**config.mk**
```make
export PLATFORM = sky130hd
export DESIGN_NAME = rv_mem_wb
export DESIGN_NICKNAME = d
export VERILOG_FILES = /design/src/rtl/rv_mem_wb.sv
export SDC_FILE = /design/constraint.sdc
export NUM_CORES = 1
export LEC_CHECK = 0
export ABC_AREA = 1
export ABC_CLOCK_PERIOD_IN_PS = 2000
export BUFFER_PORTS_ARGS = -buffer_cell sky130_fd_sc_hd__buf_2
export CORE_ASPECT_RATIO = 0.7
export CORE_MARGIN = 2
export CORE_UTILIZATION = 30
export DETAILED_ROUTE_END_ITERATION = 16
export GPL_TIMING_DRIVEN = 0
export PLACE_DENSITY = 0.55
export SLEW_MARGIN = 20
export SYNTH_ARGS = -nofsm -noshare
export SYNTH_HDL_FRONTEND = slang
export SYNTH_SLANG_ARGS = --single-unit
```
**constraint.sdc**
```tcl
create_clock -name clk -period 2 [get_ports clk]
set_input_delay 0.3 -clock clk [delete_from_list [all_inputs] [get_ports clk]]
set_output_delay 0.3 -clock clk [all_outputs]
set_load 0.01 [all_outputs]
```
**src/rtl/rv_mem_wb.sv**
```systemverilog
// Memory-access / write-back stage of the 5-stage RISC-V pipeline (Q103H -> Q104H).
// Runs data-memory load/store over a req/ack handshake and registers the write-back result.
module rv_mem_wb #(
    parameter int DMEM_AW = 32
) (
    input  logic               clk,
    input  logic               rst,
    input  logic               valid_Q103H,
    input  logic [31:0]        alu_out_Q103H,
    input  logic [31:0]        pc_Q103H,
    input  logic [31:0]        store_data_Q103H,
    input  logic [4:0]         rd_Q103H,
    input  logic               reg_write_Q103H,
    input  logic               mem_rd_Q103H,
    input  logic               mem_wr_Q103H,
    input  logic [1:0]         mem_size_Q103H,
    input  logic               mem_unsigned_Q103H,
    input  logic [1:0]         wb_sel_Q103H,
    output logic               stall_Q103H,
    output logic               dmem_req,
    output logic               dmem_we,
    output logic [DMEM_AW-1:0] dmem_addr,
    output logic [3:0]         dmem_be,
    output logic [31:0]        dmem_wdata,
    input  logic               dmem_ack,
    input  logic [31:0]        dmem_rdata,
    output logic [31:0]        wb_data_Q104H,
    output logic [4:0]         reg_dst_Q104H,
    output logic               reg_write_en_Q104H,
    output logic               misalign_Q104H
);

    typedef enum logic [0:0] {ST_IDLE = 1'b0, ST_WAIT = 1'b1} state_t;

    state_t             r_state;
    logic               r_we;
    logic [DMEM_AW-1:0] r_addr;
    logic [3:0]         r_be;
    logic [31:0]        r_wdata;

    logic               w_mem;
    logic               w_misal;
    logic               w_issue;
    logic               w_complete;
    logic [1:0]         w_off;
    logic [DMEM_AW-1:0] w_addr;
    logic [3:0]         w_be;
    logic [31:0]        w_wdata;
    logic [31:0]        w_shift;
    logic [31:0]        w_load;
    logic [31:0]        w_wb;

    // Request formation, misalignment detection and store lane steering
    always_comb begin
        w_mem   = valid_Q103H & (mem_rd_Q103H | mem_wr_Q103H);
        w_off   = alu_out_Q103H[1:0];
        w_addr  = {alu_out_Q103H[DMEM_AW-1:2], 2'b00};
        w_misal = 1'b0;
        w_be    = 4'b1111;
        w_wdata = store_data_Q103H;
        case (mem_size_Q103H)
            2'd0: begin
                w_be    = 4'b0001 << w_off;
                w_wdata = {4{store_data_Q103H[7:0]}};
            end
            2'd1: begin
                w_misal = w_off[0];
                w_be    = 4'b0011 << w_off;
                w_wdata = {2{store_data_Q103H[15:0]}};
            end
            default: begin
                w_misal = (w_off != 2'd0);
                w_be    = 4'b1111;
                w_wdata = store_data_Q103H;
            end
        endcase
        w_issue = (r_state == ST_IDLE) & w_mem & ~w_misal;
        // In IDLE a misaligned or non-memory instruction finishes without waiting for ack
        if (r_state == ST_IDLE) begin
            w_complete = valid_Q103H & (~w_mem | w_misal | dmem_ack);
        end else begin
            w_complete = dmem_ack;
        end
    end

    // Memory port drive: live inputs on the issue cycle, latched copy while waiting
    always_comb begin
        dmem_req    = w_issue | (r_state == ST_WAIT);
        stall_Q103H = dmem_req & ~dmem_ack;
        if (r_state == ST_WAIT) begin
            dmem_we    = r_we;
            dmem_addr  = r_addr;
            dmem_be    = r_be;
            dmem_wdata = r_wdata;
        end else if (w_issue) begin
            dmem_we    = mem_wr_Q103H;
            dmem_addr  = w_addr;
            dmem_be    = w_be;
            dmem_wdata = w_wdata;
        end else begin
            dmem_we    = 1'b0;
            dmem_addr  = {DMEM_AW{1'b0}};
            dmem_be    = 4'b0000;
            dmem_wdata = 32'd0;
        end
    end

    // Load formatting and write-back source selection
    always_comb begin
        w_shift = dmem_rdata >> {w_off, 3'b000};
        case (mem_size_Q103H)
            2'd0: w_load = mem_unsigned_Q103H ? {24'd0, w_shift[7:0]}
                                              : {{24{w_shift[7]}}, w_shift[7:0]};
            2'd1: w_load = mem_unsigned_Q103H ? {16'd0, w_shift[15:0]}
                                              : {{16{w_shift[15]}}, w_shift[15:0]};
            default: w_load = dmem_rdata;
        endcase
        case (wb_sel_Q103H)
            2'd0:    w_wb = alu_out_Q103H;
            2'd1:    w_wb = w_load;
            2'd2:    w_wb = pc_Q103H + 32'd4;
            default: w_wb = 32'd0;
        endcase
    end

    // Handshake FSM, request latch and Q104H write-back registers
    always_ff @(posedge clk) begin
        if (rst) begin
            r_state            <= ST_IDLE;
            r_we               <= 1'b0;
            r_addr             <= {DMEM_AW{1'b0}};
            r_be               <= 4'b0000;
            r_wdata            <= 32'd0;
            wb_data_Q104H      <= 32'd0;
            reg_dst_Q104H      <= 5'd0;
            reg_write_en_Q104H <= 1'b0;
            misalign_Q104H     <= 1'b0;
        end else begin
            case (r_state)
                ST_IDLE: begin
                    if (w_issue) begin
                        r_we    <= mem_wr_Q103H;
                        r_addr  <= w_addr;
                        r_be    <= w_be;
                        r_wdata <= w_wdata;
                        r_state <= dmem_ack ? ST_IDLE : ST_WAIT;
                    end else begin
                        r_state <= ST_IDLE;
                    end
                end
                ST_WAIT: begin
                    r_state <= dmem_ack ? ST_IDLE : ST_WAIT;
                end
                default: begin
                    r_state <= ST_IDLE;
                end
            endcase
            if (w_complete) begin
                wb_data_Q104H      <= w_wb;
                reg_dst_Q104H      <= rd_Q103H;
                reg_write_en_Q104H <= reg_write_Q103H & (rd_Q103H != 5'd0) & ~(w_mem & w_misal);
                misalign_Q104H     <= w_mem & w_misal;
            end else begin
                reg_write_en_Q104H <= 1'b0;
                misalign_Q104H     <= 1'b0;
            end
        end
    end

endmodule

```
==> results.py, run 1 <==
metrics = {
    "status": {
        "run_status": "completed",
    },
    "critical_path": {
        "ff2ff_setup_slack_ns": 0.20,
        "arrival_ns": 1.62,
        "path_cells": "inv_2 -> nand3_4 -> inv_6 -> buf_12 -> buf_8 -> nand2_1 -> nand2_1 -> buf_2",
        "crit_slowest_cell": "dfxtp_2",
        "start_kind": "flop",
        "crit_type": "reg2out",
        "critical-path-top-delay-family": "buffers and inverters",
        "cp_num_buf_inv": 5,
        "path_common_cell": "nand2_1",
        "critPathRequiredTime_ns": 1.70,
        "cp_max_fo": 10,
        "slowest_delay_ns": 0.37,
        "end_kind": "output port",
    },
    "route": {
        "wirelength_mm": 30.8,
        "vias_per_cell": 4.95,
        "dr.pass1.iters": 5,
        "dr_wl_met3_mm": 3.06,
        "drtIter0Drc": 908,
        "routed.top_layer": "met4",
        "wl_met2_mm": 12.1,
        "drcViolationCount": 0,
        "drtAntennaViolNets": 0,
        "wl_per_cell_um": 17.7,
        "drt-met1-wl_mm": 15.3,
        "num_vias": 8621,
    },
    "sta": {
        "grt_setup_unrepaired": "no",
        "min_period_over_period": 0.958,
        "slew_violations": 0,
        "fmax_mhz": 522,
        "fin_tns_setup_ns": 0,
        "fin_skew_ns": 0.0113,
        "holdWs_ns": 0.205,
        "tightestPinTransition_ns": 0.899,
        "slew_headroom": 0.393,
        "hold_violations": 0,
        "setup_ws_ns": 0.0848,
        "period_minus_slack_ns": 1.92,
        "finalSetupViolations": 0,
    },
    "place": {
        "pre_cts_slack_ns": -0.514,
        "routabilityCongestion": 0.944,
        "dpl-instance-area_mm2": 0.00830,
        "port_buffers": 249,
        "hpwlAfterDp_mm": 25.2,
    },
    "layout": {
        "fin_nets": 1602,
        "design_area_mm2": 0.00873,
        "mostFrequentLayoutCell": "nand2_1",
        "layout-drive-gt1-share": 0.223,
        "n_fill_cell": 2512,
        "num_antenna_cells": 0,
        "area_delta_synth_final_pct": 30.2,
        "final_cell_mix": "nand2_1 (572), buf_2 (258), a21oi_1 (118)",
    },
    "clocking": {
        "worstSkewPairLatency_ns": 0.36,
        "htreeDepth": 3,
        "cts_sinks": 107,
        "cts_tree": "yes",
        "cts_buffers": 9,
        "hold_buffers": 0,
        "cts_max_path_buffers": 2,
        "clockRootBuffer": "clkbuf_16",
        "path_clk_slew_ns": 0.07,
    },
    "power_and_ir_drop": {
        "leakagePower_nw": 4.43,
        "ir_drop_v": 0.000491,
        "p_per_area_mw_per_mm2": 618,
    },
    "synthesis": {
        "yosysWarningCount": 0,
        "netlist-cell-type-count": 26,
        "synthTopCellsByArea": "nand2_1 (32%), dfxtp_1 (32%), a21oi_1 (8.8%)",
        "netlist.area_leader.share": 0.322,
        "ys_seq_elements": 107,
        "yosysTopAreaCell": "nand2_1",
        "synthCells": 1195,
        "syn_avg_cell_area_um2": 5.61,
        "yosysSeqAreaShare": 0.320,
        "syn_area_mm2": 0.00670,
    },
    "grt": {
        "grt_pass1_wl_mm": 45.6,
        "grt_max_degree": 19,
        "antenna_found_initial": 0,
        "overflow": 0,
        "track_usage": 0.258,
        "grt_pass1_vias": 7627,
    },
    "die": {
        "dieWidth_um": 183,
        "dieArea_mm2": 0.0236,
        "ios": 255,
        "core-area_mm2": 0.0218,
        "initial_core_util": 0.308,
        "die_h_um": 129,
        "rows": 45,
    },
    "min_path": {
        "hold_class": "in2reg",
    },
    "job": {
        "timing.max_cap.violations": 0,
    },
}
registers in the layout (all words and copies together) (netlist names):
signal              cells
misalign_Q104H          1
reg_write_en_Q104H      1
reg_dst_Q104H           5
r_state                 1
r_addr                 30
wb_data_Q104H          32
r_be                    4
r_wdata                32
r_we                    1
stage by stage:
step | instances | utilization | total power [mW]
CTS | 1742 | 0.397 | 5.39
floorplan | 1196 | - | 3.03
finish | 1742 | 0.401 | 5.39
global route | 1742 | 0.401 | 5.65
detailed placement | 1727 | 0.381 | 3.63
global placement | 1727 | 0.381 | 3.63
Yosys cell counts:
| cell type | n |
|---|---|
| a21oi_1 | 118 |
| a21oi_4 | 1 |
| buf_1 | 1 |
| buf_2 | 14 |
| buf_4 | 5 |
| buf_6 | 2 |
| clkbuf_1 | 42 |
| clkbuf_2 | 1 |
| conb_1 | 1 |
| dfxtp_1 | 107 |
| ha_1 | 1 |
| inv_1 | 58 |
| inv_2 | 1 |
| nand2_1 | 575 |
| nand2_2 | 3 |
| nand2_4 | 1 |
| nand3_1 | 89 |
| nand3_2 | 2 |
| nor2_1 | 104 |
| nor4_1 | 2 |
| o211ai_1 | 1 |
| o21ai_0 | 56 |
| o21bai_1 | 6 |
| o31ai_1 | 1 |
| o41ai_1 | 1 |
| or2_2 | 2 |
power breakdown:
part / total [mW] / internal, mW / switching, mW
registers: 2.30 / 2.25 / 0.0584
clock network: 1.74 / 0.856 / 0.888
logic: 1.34 / 0.467 / 0.876
routing by layer:
| layer | GRT usage | vias up |
|---|---|---|
| met4 | 0.0432 | 0 |
| met2 | 0.354 | 382 |
| li1 | - | 4306 |
| met5 | 0 | - |
| met1 | 0.404 | 3917 |
| met3 | 0.0616 | 16 |
final timing paths:
kind                                           to  depth (start not counted)         startpoint
worst min-delay path             reg_dst_Q104H[1]                          3        rd_Q103H[1]
worst min register to register  wb_data_Q104H[13]                          2  wb_data_Q104H[13]
worst max-delay path                dmem_wdata[3]                          8            r_state
worst max register to register  wb_data_Q104H[17]                         10            r_state
worst reg2reg max path, delay by kind of cell (launching register included):
family                 cells  cell delay (ns)
AOI/OAI and AO/OA          1             0.13
buffers and inverters      4             0.68
and+or+nand+nor            5             0.52
DFF                        1             0.41
cells by family after synthesis:
kind of cell / count (synthesis) / synth area share
compound gates: 184 / 0.143
simple gates: 778 / 0.458
flops: 107 / 0.320
other cells: 1 / 0.000560
buf+inv: 124 / 0.0773
fa+ha+maj: 1 / 0.00187
repair_timing:
action                                 4_1_cts  5_1_grt
endpoints found under the hold margin        0        0
setup endpoints to repair                   73       48
buffers inserted                             1        0
resized for setup                           36       37
pin swaps                                    1        1
cell type report:
cell class / instances / area, um^2 / area share
buffer: 64 / 384 / 0.0440
clock buffer: 9 / 225 / 0.0258
clock inverter: 6 / 48.8 / 0.00559
inverter: 59 / 230 / 0.0264
multi-input combinational: 965 / 4090 / 0.469
sequential: 107 / 2140 / 0.246
tap: 282 / 353 / 0.0404
timing repair buffer: 250 / 1250 / 0.144
Note: power is estimated with default switching activity, not from simulation.
==> run 2: changes to the inputs <==
--- a/config.mk
+++ b/config.mk
@@ -8,12 +8,15 @@
 export ABC_AREA = 1
 export ABC_CLOCK_PERIOD_IN_PS = 2000
 export BUFFER_PORTS_ARGS = -buffer_cell sky130_fd_sc_hd__buf_2
+export CELL_PAD_IN_SITES_DETAIL_PLACEMENT = 1
+export CELL_PAD_IN_SITES_GLOBAL_PLACEMENT = 1
 export CORE_ASPECT_RATIO = 0.7
 export CORE_MARGIN = 2
 export CORE_UTILIZATION = 30
+export CTS_CLUSTER_SIZE = 14
 export DETAILED_ROUTE_END_ITERATION = 16
 export GPL_TIMING_DRIVEN = 0
-export PLACE_DENSITY = 0.55
+export PLACE_DENSITY = 0.78
 export SLEW_MARGIN = 20
 export SYNTH_ARGS = -nofsm -noshare
 export SYNTH_HDL_FRONTEND = slang
==> run 2 against run 1 <==
Net effect:
- flip-flop and latch count stayed put
- largest cell class unchanged
- count of clock-buffer cells in the layout is 1 higher
- power is 2.0% higher
- fmax is 0.40% higher
- sequential power hardly changed
- register-to-register slack worse by 0.04 ns
==> results.py, run 2 (synthesized netlist as in run 1, its figures left out) <==
metrics = {
    "status": {
        "run_status": "completed",
    },
    "critical_path": {
        "crit_slowest_cell": "dfxtp_2",
        "start_kind": "flop",
        "path_cells": "clkbuf_4 -> clkbuf_4 -> nand2_1 -> nand2_1 -> buf_2",
        "arrival_ns": 1.61,
        "critPathRequiredTime_ns": 1.70,
        "startpoint": "r_state",
        "cp_max_fo": 10,
        "r2r_start": "r_state",
        "crit_type": "reg2out",
        "end_kind": "output port",
        "slowest_delay_ns": 0.42,
        "rr_worst_depth": 10,
    },
    "layout": {
        "reg_top3": "r_wdata: 32 flops, wb_data_Q104H: 32 flops, r_addr: 30 flops",
        "multi_input_area_mm2": 0.00408,
        "final_cell_mix": "nand2_1 (573), buf_2 (259), a21oi_1 (118)",
        "layout-drive-gt1-share": 0.221,
        "post-route-util": 0.401,
        "mostFrequentLayoutCell": "nand2_1",
        "area_delta_synth_final_pct": 30.3,
        "n_fill_cell": 3056,
        "regArea_mm2": 0.00214,
        "fin_nets": 1603,
    },
    "place": {
        "routabilityCongestion": 0.933,
        "hpwlAfterDp_mm": 27.3,
        "port_buffers": 249,
    },
    "sta": {
        "hold_violations": 0,
        "finalSetupViolations": 0,
        "fmax_mhz": 524,
        "tightestPinTransition_ns": 1.03,
        "slew_violations": 0,
        "min_period_over_period": 0.954,
        "slew_headroom": 0.304,
        "fin_skew_ns": 0.0114,
        "fin_tns_setup_ns": 0,
        "period_minus_slack_ns": 1.91,
    },
    "die": {
        "rows": 45,
        "core-area_mm2": 0.0218,
        "ios": 255,
        "die_h_um": 129,
        "initial_core_util": 0.308,
        "dieWidth_um": 183,
        "dieArea_mm2": 0.0236,
    },
    "grt": {
        "antenna_found_initial": 1,
        "track_usage": 0.276,
        "grt_pass1_vias": 8360,
        "grt_pass1_wl_mm": 49.0,
        "grt_max_degree": 19,
        "overflow": 0,
    },
    "clocking": {
        "cts_buffers": 9,
        "cts_sinks": 107,
        "clockRootBuffer": "clkbuf_16",
        "cts_tree": "yes",
        "worstSkewPairLatency_ns": 0.36,
        "path_clk_slew_ns": 0.08,
        "htreeDepth": 3,
        "cts_max_path_buffers": 2,
        "hold_buffers": 0,
    },
    "min_path": {
        "min_from": "rd_Q103H[1]",
        "hold_class": "in2reg",
        "min_path_cells": 3,
    },
    "route": {
        "wl_per_cell_um": 19.1,
        "vias_per_cell": 5.09,
        "drtIter0Drc": 587,
        "drtAntennaViolNets": 0,
        "dr.pass1.iters": 4,
        "num_vias": 8869,
        "wirelength_mm": 33.4,
        "drcViolationCount": 0,
    },
    "job": {
        "timing.max_cap.violations": 0,
    },
    "power_and_ir_drop": {
        "p_per_area_mw_per_mm2": 630,
        "leakagePower_nw": 4.45,
        "ir_drop_v": 0.000400,
    },
}
run 2: cell types whose count changed in the layout (fill, tap and decap cells not counted), moves of 2 or more:
cell | previous run | this run
inv_2 | 2 | 0
nor2_2 | 6 | 4
buf_4 | 6 | 9
buf_6 | 5 | 3
nor2_1 | 98 | 100
inv_4 | 0 | 3
clkinv_4 | 0 | 3
clkinvlp_4 | 3 | 0
run 2: worst max-delay path, delay by kind of cell (launching register included):
kind	cells	cell delay, ns
flops	1	0.42
simple gates	2	0.16
buf+inv	3	0.67
run 2: per-layer routing:
metal	global-route usage	vias to the layer above	share of wire
met5	0	-	0
met4	0.0536	0	0.014
met3	0.0655	28	0.084
met2	0.399	326	0.40
met1	0.415	4207	0.50
li1	-	4308	-
run 2: path summary, 6_finish.rpt:
kind | slack, ns | to
min | 0.21 | reg_dst_Q104H[1]
min reg2reg | 0.47 | r_wdata[3]
max reg2reg | 0.16 | wb_data_Q104H[26]
max | 0.09 | dmem_wdata[16]
run 2: timing repair:
item / in CTS / in global routing
gates cloned: 0 / 0
setup buffers: 1 / 1
gates resized for setup: 42 / 21
setup endpoints to repair: 89 / 49
pin swaps: 1 / 1
run 2: area by class of cell:
cell class,count,share of cell area
Tap cell,282,0.0404
Buffer,64,0.0421
Clock buffer,10,0.0274
Timing Repair Buffer,251,0.144
Multi-Input combinational cell,965,0.468
Antenna cell,1,0.000287
Clock inverter,5,0.00530
Sequential cell,107,0.246
Inverter,59,0.0268
run 2: power by group:
part,leakage (nW),internal [mW],switching (mW)
clock network,0.141,0.897,0.931
registers,0.874,2.25,0.0628
logic,3.43,0.463,0.900
total,4.45,3.61,1.89
run 2: per-stage QoR:
step	worst slack, ns	instances	power (mW)	hold slack (ns)	area [um^2]
2_1_floorplan	0.289	1196	3.03	0.426	6710
3_3_place_gp	-0.518	1727	3.63	0.450	8300
3_5_place_dp	-0.551	1727	3.66	0.457	8300
4_1_cts	0.00460	1742	5.50	0.193	8680
5_1_grt	-0.000593	1744	5.76	0.202	8730
6_report	0.0924	1744	5.50	0.209	8730
==> run 3: changes to the inputs <==
--- a/config.mk
+++ b/config.mk
@@ -8,15 +8,12 @@
 export ABC_AREA = 1
 export ABC_CLOCK_PERIOD_IN_PS = 2000
 export BUFFER_PORTS_ARGS = -buffer_cell sky130_fd_sc_hd__buf_2
-export CELL_PAD_IN_SITES_DETAIL_PLACEMENT = 1
-export CELL_PAD_IN_SITES_GLOBAL_PLACEMENT = 1
 export CORE_ASPECT_RATIO = 0.7
-export CORE_MARGIN = 2
 export CORE_UTILIZATION = 30
 export CTS_CLUSTER_SIZE = 14
 export DETAILED_ROUTE_END_ITERATION = 16
 export GPL_TIMING_DRIVEN = 0
-export PLACE_DENSITY = 0.78
+export PLACE_DENSITY = 0.55
 export SLEW_MARGIN = 20
 export SYNTH_ARGS = -nofsm -noshare
 export SYNTH_HDL_FRONTEND = slang
==> run 3 against run 2 <==
Net effect:
- first-iteration DRC count increased by 54%
- clock power up 10%
- clock skew grew 0.0011 ns
- largest cell class unchanged
- wire length fell by 9.1%
- die area shrank 2.6%
- final cell count barely moved
- flip-flop and latch count is the same
- via count fell by 2.4%
- combinational power hardly changed
- fmax decreased by 0.70%
- power rose by 2.8%
==> results.py, run 3 (synthesized netlist as in run 1, its figures left out) <==
metrics = {
    "clocking": {
        "cts_buffers": 9,
        "worstSkewPairLatency_ns": 0.37,
        "cts_max_path_buffers": 2,
        "cts_sinks": 107,
        "cts_tree": "yes",
        "clockRootBuffer": "clkbuf_16",
        "htreeDepth": 3,
        "path_clk_slew_ns": 0.08,
    },
    "place": {
        "dp.cells": 1727,
        "port_buffers": 249,
        "hpwlAfterDp_mm": 24.7,
        "routabilityCongestion": 0.977,
    },
    "power_and_ir_drop": {
        "p_int_mw": 3.76,
        "p_per_area_mw_per_mm2": 645,
        "ir_drop_v": 0.000371,
        "power_frac_seq": 0.407,
        "power.share.switching": 0.335,
        "p_comb_frac": 0.236,
        "leakagePower_nw": 4.46,
        "p_sw_mw": 1.89,
        "clock_power_share": 0.357,
    },
    "route": {
        "dr.pass1.iters": 5,
        "drtAntennaViolNets": 0,
        "wirelength_mm": 30.4,
        "vias_per_cell": 4.97,
        "num_vias": 8660,
        "wl_per_cell_um": 17.4,
        "drtIter0Drc": 905,
        "drcViolationCount": 0,
    },
    "die": {
        "rows": 45,
        "dieWidth_um": 181,
        "initial_core_util": 0.308,
        "ios": 255,
        "die_h_um": 127,
        "core-area_mm2": 0.0218,
        "dieArea_mm2": 0.0229,
    },
    "layout": {
        "mostFrequentLayoutCell": "nand2_1",
        "fin_cells": 1743,
        "final_cell_mix": "nand2_1 (571), buf_2 (259), a21oi_1 (118)",
        "post-route-util": 0.402,
        "layout-drive-gt1-share": 0.220,
        "n_fill_cell": 2456,
        "area_delta_synth_final_pct": 30.7,
        "fin_nets": 1602,
        "reg_top3": "r_wdata: 32 flops, wb_data_Q104H: 32 flops, r_addr: 30 flops",
        "num_antenna_cells": 0,
    },
    "grt": {
        "track_usage": 0.260,
        "grt_pass1_wl_mm": 44.9,
        "grt_max_degree": 21,
        "antenna_found_initial": 0,
        "overflow": 0,
        "grt_pass1_vias": 7566,
    },
    "status": {
        "run_status": "completed",
    },
    "critical_path": {
        "ff2ff_setup_slack_ns": 0.20,
        "end_kind": "output port",
        "r2r_start": "r_state",
        "start_kind": "flop",
        "crit_type": "reg2out",
        "rr_endpoint": "wb_data_Q104H[17]",
        "cp_max_fo": 10,
        "rr_worst_depth": 10,
        "critPathRequiredTime_ns": 1.70,
        "arrival_ns": 1.62,
    },
    "sta": {
        "holdWs_ns": 0.196,
        "period_minus_slack_ns": 1.92,
        "slew_headroom": 0.408,
        "tightestPinTransition_ns": 0.877,
        "fin_tns_setup_ns": 0,
        "hold_violations": 0,
        "finalSetupViolations": 0,
        "slew_violations": 0,
        "fin_skew_ns": 0.0125,
        "fmax_mhz": 521,
        "min_period_over_period": 0.961,
        "grt_setup_unrepaired": "yes",
    },
    "min_path": {
        "min_path_cells": 3,
        "hold_class": "in2reg",
        "min_from": "rd_Q103H[0]",
        "holdPathEnd": "reg_dst_Q104H[0]",
    },
    "job": {
        "timing.max_cap.violations": 0,
    },
}
-- run 3: cell types whose count changed in the layout (fill, tap and decap cells not counted), moves of 2 or more --
cell / delta
nor2_1: +3
inv_8: +2
clkinv_4: -3
clkbuf_4: -3
inv_4: -3
inv_2: +2
nand2_1: -2
clkbuf_2: +2
nor2_2: -3
nand2_2: +2
-- run 3: per-stage QoR --
stage	cell area, um^2	power (mW)	setup WS [ns]
final	8760	5.65	0.0789
after global routing	8760	5.91	-0.00145
after CTS	8700	5.65	0.00404
after detailed placement	8300	3.63	-0.507
after global placement	8300	3.63	-0.499
after floorplan	6710	3.03	0.289
-- run 3: worst max path at each step --
stage,startpoint,end,depth (start not counted)
2_1_floorplan,alu_out_Q103H[0],dmem_addr[23],10
3_5_place_dp,alu_out_Q103H[0],dmem_wdata[16],11
5_1_grt,r_state,dmem_addr[29],8
4_1_cts,mem_size_Q103H[1],dmem_wdata[30],8
6_report,r_state,dmem_wdata[3],8
3_3_place_gp,alu_out_Q103H[0],dmem_wdata[16],11
-- run 3: power by group through the flow --
stage               clock network (mW)  registers, mW  logic, mW
floorplan                            0           2.36      0.661
global placement                     0           2.35       1.28
detailed placement                   0           2.35       1.28
CTS                               2.05           2.30       1.30
global route                      2.13           2.32       1.46
finish                            2.02           2.30       1.33
-- run 3: worst max-delay path: stages, from the launching register on --
cell,delay (ns)
dfxtp_4,0.37
inv_2,0.09
nand3_4,0.11
inv_6,0.10
buf_12,0.14
buf_8,0.14
nand2_1,0.09
nand2_1,0.08
buf_2,0.13
-- run 3: area by class of cell --
| cell class | instances | area (um^2) | area share |
|---|---|---|---|
| Buffer | 64 | 372 | 0.0424 |
| Clock buffer | 10 | 239 | 0.0273 |
| Clock inverter | 6 | 88.8 | 0.0101 |
| Multi-Input combinational cell | 965 | 4080 | 0.465 |
| Sequential cell | 107 | 2150 | 0.245 |
| Tap cell | 282 | 353 | 0.0403 |
| Timing Repair Buffer | 250 | 1250 | 0.143 |
| Inverter | 59 | 230 | 0.0263 |
-- run 3: per-layer routing --
layer	up-vias	share of wire	global-route usage
met5	-	0	0
met4	0	0.0070	0.0382
met3	13	0.090	0.0539
met2	406	0.39	0.352
met1	3931	0.52	0.415
li1	4310	-	-
-- run 3: repair_timing --
| item | in CTS | in global routing |
|---|---|---|
| hold buffers | 0 | 0 |
| buffers inserted | 1 | 0 |
| endpoints found under the setup margin | 69 | 51 |
| pin swaps | 1 | 0 |
| gates resized for setup | 32 | 31 |
| endpoints found under the hold margin | 0 | 0 |
